===== config.mk =====
export PLATFORM = sky130hd
export DESIGN_NAME = uart_tx_arbiter
export DESIGN_NICKNAME = d
export VERILOG_FILES = /design/src/rtl/uart_tx_arbiter.sv
export SDC_FILE = /design/constraint.sdc
export NUM_CORES = 1
export LEC_CHECK = 0
export CAP_MARGIN = 20
export CORE_MARGIN = 2
export CORE_UTILIZATION = 45
export CTS_BUF_LIST = sky130_fd_sc_hd__clkbuf_4 sky130_fd_sc_hd__clkbuf_8
export CTS_CLUSTER_SIZE = 40
export DETAILED_ROUTE_END_ITERATION = 7
export PLACE_DENSITY = 0.83
export SYNTH_ARGS = -nofsm -noshare
export SYNTH_HDL_FRONTEND = slang
export SYNTH_SLANG_ARGS = --single-unit

===== constraint.sdc =====
create_clock -name i_CLK -period 2.55 [get_ports i_CLK]
set_input_delay 0.6375 -clock i_CLK [delete_from_list [all_inputs] [get_ports i_CLK]]
set_output_delay 0.6375 -clock i_CLK [all_outputs]
set_load 0.02 [all_outputs]

===== src/rtl/uart_tx_arbiter.sv =====
// uart_tx_arbiter: shares the single 56-bit packet TX port of uart_controller between REG, ADS and MPR producers.
//   i_CLK, i_RSTN                    clock, asynchronous active-low reset
//   i_<SRC>_DATA, i_<SRC>_VALID      producer packet, held until o_<SRC>_READY pulses (SRC = REG, ADS, MPR)
//   o_<SRC>_READY                    one-cycle capture pulse for the granted producer
//   o_TX_DATA, o_TX_VALID            packet towards uart_controller
//   i_TX_READY                       uart_controller ready; a low sample while o_TX_VALID is high is acceptance
//   o_BUSY                           arbiter is not idle
//   o_TIMEOUT, i_TIMEOUT_CLR         sticky acceptance-timeout flag and its synchronous clear
//   o_<SRC>_CNT                      saturating count of packets accepted by the controller
module uart_tx_arbiter #(
    parameter logic [15:0] TIMEOUT_CYCLES = 16'd4096,
    parameter int          CNT_W          = 16
) (
    input  logic             i_CLK,
    input  logic             i_RSTN,
    input  logic [55:0]      i_REG_DATA,
    input  logic             i_REG_VALID,
    output logic             o_REG_READY,
    input  logic [55:0]      i_ADS_DATA,
    input  logic             i_ADS_VALID,
    output logic             o_ADS_READY,
    input  logic [55:0]      i_MPR_DATA,
    input  logic             i_MPR_VALID,
    output logic             o_MPR_READY,
    output logic [55:0]      o_TX_DATA,
    output logic             o_TX_VALID,
    input  logic             i_TX_READY,
    output logic             o_BUSY,
    output logic             o_TIMEOUT,
    input  logic             i_TIMEOUT_CLR,
    output logic [CNT_W-1:0] o_REG_CNT,
    output logic [CNT_W-1:0] o_ADS_CNT,
    output logic [CNT_W-1:0] o_MPR_CNT
);
    typedef enum logic [1:0] {ST_IDLE, ST_SEND, ST_WAIT_DONE} state_t;

    state_t           state_q, state_d;
    logic [2:0]       src_q, src_d;
    logic [2:0]       rdy_q, rdy_d;
    logic             rr_q, rr_d;
    logic [15:0]      tmo_q, tmo_d;
    logic [55:0]      tx_data_q, tx_data_d;
    logic             tx_valid_q, tx_valid_d;
    logic             timeout_q, timeout_d;
    logic [CNT_W-1:0] cnt_q [3];
    logic [CNT_W-1:0] cnt_d [3];
    logic             accept;
    logic             ads_win;

    // src_q/rdy_q are one-hot {MPR, ADS, REG}; rr_q = 0 means ADS has the round-robin turn
    always_comb begin
        state_d    = state_q;
        src_d      = src_q;
        rdy_d      = '0;
        rr_d       = rr_q;
        tmo_d      = tmo_q;
        tx_data_d  = tx_data_q;
        tx_valid_d = tx_valid_q;
        timeout_d  = timeout_q & ~i_TIMEOUT_CLR;
        accept     = 1'b0;
        ads_win    = i_ADS_VALID & (~i_MPR_VALID | ~rr_q);
        unique case (state_q)
            ST_IDLE: if (i_TX_READY && (i_REG_VALID || i_ADS_VALID || i_MPR_VALID)) begin
                state_d    = ST_SEND;
                tx_valid_d = 1'b1;
                tmo_d      = '0;
                src_d      = i_REG_VALID ? 3'b001 : ads_win ? 3'b010 : 3'b100;
                rdy_d      = src_d;
                tx_data_d  = i_REG_VALID ? i_REG_DATA : ads_win ? i_ADS_DATA : i_MPR_DATA;
                // the turn passes to whichever of ADS/MPR did not win; REG grants leave it alone
                rr_d       = i_REG_VALID ? rr_q : ads_win;
            end
            // the controller signals capture by dropping ready, so a low sample here is acceptance
            ST_SEND: if (!i_TX_READY) begin
                accept     = 1'b1;
                tx_valid_d = 1'b0;
                state_d    = ST_WAIT_DONE;
            end else if (tmo_q == TIMEOUT_CYCLES - 16'd1) begin
                tx_valid_d = 1'b0;
                timeout_d  = 1'b1;
                state_d    = ST_IDLE;
            end else begin
                tmo_d = tmo_q + 16'd1;
            end
            ST_WAIT_DONE: if (i_TX_READY) state_d = ST_IDLE;
            default: state_d = ST_IDLE;
        endcase
        for (int i = 0; i < 3; i++)
            cnt_d[i] = (accept && src_q[i] && !(&cnt_q[i])) ? cnt_q[i] + CNT_W'(1) : cnt_q[i];
    end

    always_ff @(posedge i_CLK or negedge i_RSTN) begin
        if (!i_RSTN) begin
            state_q    <= ST_IDLE;
            src_q      <= '0;
            rdy_q      <= '0;
            rr_q       <= 1'b0;
            tmo_q      <= '0;
            tx_data_q  <= '0;
            tx_valid_q <= 1'b0;
            timeout_q  <= 1'b0;
            cnt_q      <= '{default: '0};
        end else begin
            state_q    <= state_d;
            src_q      <= src_d;
            rdy_q      <= rdy_d;
            rr_q       <= rr_d;
            tmo_q      <= tmo_d;
            tx_data_q  <= tx_data_d;
            tx_valid_q <= tx_valid_d;
            timeout_q  <= timeout_d;
            cnt_q      <= cnt_d;
        end
    end

    assign o_REG_READY = rdy_q[0];
    assign o_ADS_READY = rdy_q[1];
    assign o_MPR_READY = rdy_q[2];
    assign o_TX_DATA   = tx_data_q;
    assign o_TX_VALID  = tx_valid_q;
    assign o_BUSY      = state_q != ST_IDLE;
    assign o_TIMEOUT   = timeout_q;
    assign o_REG_CNT   = cnt_q[0];
    assign o_ADS_CNT   = cnt_q[1];
    assign o_MPR_CNT   = cnt_q[2];
endmodule


==> results by stage <==
STA:
- The final setup violation count is 0.
- Adding up every negative setup slack in the final design gives 0 ps.
- Counting I/O delays and the setup requirement, the final critical path takes 2270 ps.
- Setup repair after global routing left no endpoint under its margin.
- The upper clock frequency limit is 441 MHz.
- Across the routed clock network, the largest skew measured is 10.4 ps.
- The final count of hold timing violations was 0.
- The worst path uses 88.9% of the clock period.
- The remaining max-slew budget at the tightest pin is 51.5%.
- For the pin with the worst max-slew slack, the measured transition is 722 ps.
- The count of final max-slew check failures is 0.

Floorplan:
- The number of rows in the core area is 46.
- In this run the vertical extent of the chip is 130 um.
- The initial core utilization is 45.5%.
- The die covers 16,900 um2.
- Measured along the x axis, the die boundary spans 130 um.
- The I/O pin count is 285.
- The core footprint is 15,700 um2.

GRT:
- The overall fraction of global-route tracks in use is 25.3%.
- The first-pass GRT wire length is 33,000 um.
- The initial antenna violation count is 0.
- The number of global-route vias before repair was 6,335.
- The aggregate global routing overflow is 0.
- Entering global routing, the biggest net connects 117 pins.

Route:
- Summed over all layers, the routed wires come to 21,500 um.
- In this run the remaining antenna-violating nets after routing total 0.
- The average wire per standard cell is 17.7 um.
- After detailed routing, the number of remaining DRC violations is 0.
- In the detailed route, the total length drawn on met2 is 10,800 um.
- The via count normalized by instance count is 5.40.
- In the final routing, the length of wire on met1 measures 8910 um.
- In the detailed route, the total length drawn on met3 is 1210 um.
- The highest routed metal layer is met4.
- The number of vias in the routed layout is 6,575.
- The first detailed-routing pass ran for 5 iterations.
- The first-iteration detailed-routing DRC count is 413.

Clock tree:
- The number of gates resized after CTS was 0.
- Clock-pin slew was measured on the worst setup and hold paths at 70 ps.
- TritonCTS built the clock tree.
- The number of sinks handled by clock tree synthesis is 131.
- The clock passes through at most 2 buffers.
- The number of buffers inserted to repair setup after CTS is 0.
- In this run, post-CTS hold repair placed 0 buffers.
- The buffer cell driving the clock tree root is clkbuf_8.
- The H-tree generated during clock tree synthesis spans 4 levels.
- At the later pin of the worst-skew pair, clock insertion delay measures 450 ps.
- The number of clock buffers added by TritonCTS is 17.

Placed design:
- The count of port buffers added during placement is 284.
- Once placement completed, the tool counted placed cells totaling 1,186.
- The post-DP HPWL is 16,800 um.
- At the end of routability-driven placement, the weighted congestion stood at 0.893.

Logic synthesis:
- The leading cell type by number of instances after synthesis is dfrtp_1.
- The cell type with the largest total area after synthesis is dfrtp_1.
- The primary flip-flop cell chosen by synthesis mapping is dfrtp_1.
- In this run, synthesis inferred 0 flip-flops with an integrated enable.
- In this run, synthesis produced a sequential element count of 131.
- Sorting the synthesized cells by area gives the leading types as dfrtp_1 46%, mux2_2 10%, mux2i_1 7.8%, o21ai_0 4.8%, nand2_1 4.7%.
- The netlist uses 62 different library cells.
- The sequential area share after synthesis is 45.8%.
- Synthesis produced 695 cells.
- In this run the biggest area consumer among cell types represents 45.8% of the synthesized area.
- Yosys printed 0 warnings.
- The per-instance average area after synthesis is 10.3 um2.
- In the synthesized netlist, the cells that appear most often are 131 x dfrtp_1, 89 x nand2_1, 68 x o21ai_0.
- The fraction of registers with async set/reset is 100%.
- Counting every net in the synthesized netlist gives 874.
- The cell area after technology mapping is 7160 um2.

Layout:
- The layout cell share with drive strength beyond 1 is 14.3%.
- The footprint of the multi-input gates is 3660 um2.
- The number of diodes is 0.
- At the end of the flow the core is filled with cells to 69.0%.
- The sequential standard cell area is 3280 um2.
- The final layout net count is 1,168.
- Compared with the post-synthesis result, the final layout area differs by 51.4%.
- Once layout is complete, the cells apart from fillers number 1,218.
- The final-layout fill cell count is 1,195.

Pwr:
- Across the VDD grid, the largest voltage drop is 347 uV.
- The post-route total power is 0.00708 W.
- In this run the static leakage power is 4.76 nW.
- The power per standard cell area is 654 nW/um2.

Min path:
- The path class of the tightest hold or removal check is input port to async pin.

Flow run:
- The max-cap violation count is 0.

Critical path:
- The kind of critical path is flip-flop to primary output.
- At the worst endpoint, the required time is 1910 ps.
- The nature of the critical path startpoint is a flip-flop.
- Of all nets on the critical path, the largest fanout is 3.
- The worst setup path is captured at a primary output.
- STA puts the critical path data arrival time at 1630 ps.

Status:
- The run finished with clean final reports.
## critical path, stage by stage (launching register included)
cell and delay [ps]:
dfrtp_1 380, nor2_1 210, inv_1 60, clkdlybuf4s50_1 530
## per-stage QoR
step | cell area [um2] | hold WS [ps] | setup slack (ps)
2_1_floorplan | 7160 | 342 | 552
3_3_place_gp | 10400 | 468 | 75.9
3_5_place_dp | 10400 | 470 | 27.9
4_1_cts | 10800 | 88.3 | 245
5_1_grt | 10800 | 109 | 198
6_report | 10800 | 92.7 | 284
## state kept, by name, summed over array words and instances (netlist names)
register and flops:
o_ADS_CNT 16, o_MPR_CNT 16, o_REG_CNT 16, o_TIMEOUT 1, o_TX_DATA 56, o_TX_VALID 1
rdy_q 3, rr_q 1, src_q 3, state_q 2, tmo_q 16
## path summary, 6_finish.rpt
check                           cells after the start  slack, ps          from             to
worst max-delay path                                3        280    state_q[1]         o_BUSY
worst min-delay path                                1         90        i_RSTN       rdy_q[0]
worst max register to register                      5        320  o_REG_CNT[0]   o_REG_CNT[7]
worst min register to register                      1        480      src_q[0]       src_q[0]
max in group asynchronous                           2       1790        i_RSTN  o_TX_DATA[37]
min in group i_CLK                                  1        480      src_q[0]       src_q[0]
## final cells by class
class / instances / area share [%]
timing repair buffer: 313 / 29.2
clock inverter: 12 / 1.44
tap: 216 / 2.49
clock buffer: 20 / 2.43
inverter: 12 / 0.416
sequential: 131 / 30.3
multi-input combinational: 514 / 33.8
## layout by cell type, fill, tap and decap left out, drive strengths merged, types with 3 or more instances in the layout
cell,count
clkinv,4
buf,31
and3,12
or3,5
clkdlybuf4s50,282
nand3,28
mux2,64
or4,4
nor3,19
dfrtp,131
clkinvlp,4
nand4,19
clkbuf,20
xor2,33
xnor2,4
mux2i,56
bufinv,3
nor4,10
and4,7
nor2,18
nor3b,7
a211oi,4
nand3b,3
a21o,4
o21ai,71
inv,13
ha,4
nand2,89
o211ai,7
a21oi,16
## power breakdown
group / internal, W / switching, W
registers: 0.00245 / 0.000335
clock network: 0.00102 / 0.000832
logic: 0.00131 / 0.00114
## per-layer routing
metal / up-vias / GRT usage (%)
li1: 3100 / -
met2: 243 / 41.6
met3: 39 / 5.90
met1: 3193 / 32.6
met5: - / 0
met4: 0 / 9.93
## kinds of logic after synthesis
logic type / after synthesis / share of synthesized area (%)
AO/OA/AOI/OAI: 116 / 9.69
XOR/XNOR: 37 / 4.53
adder cells (fa/ha/maj): 4 / 0.699
buffers and inverters: 50 / 3.18
flip-flops: 131 / 45.8
multiplexers: 120 / 17.9
AND/OR/NAND/NOR: 237 / 18.2
(Power assumes the default switching activity.)
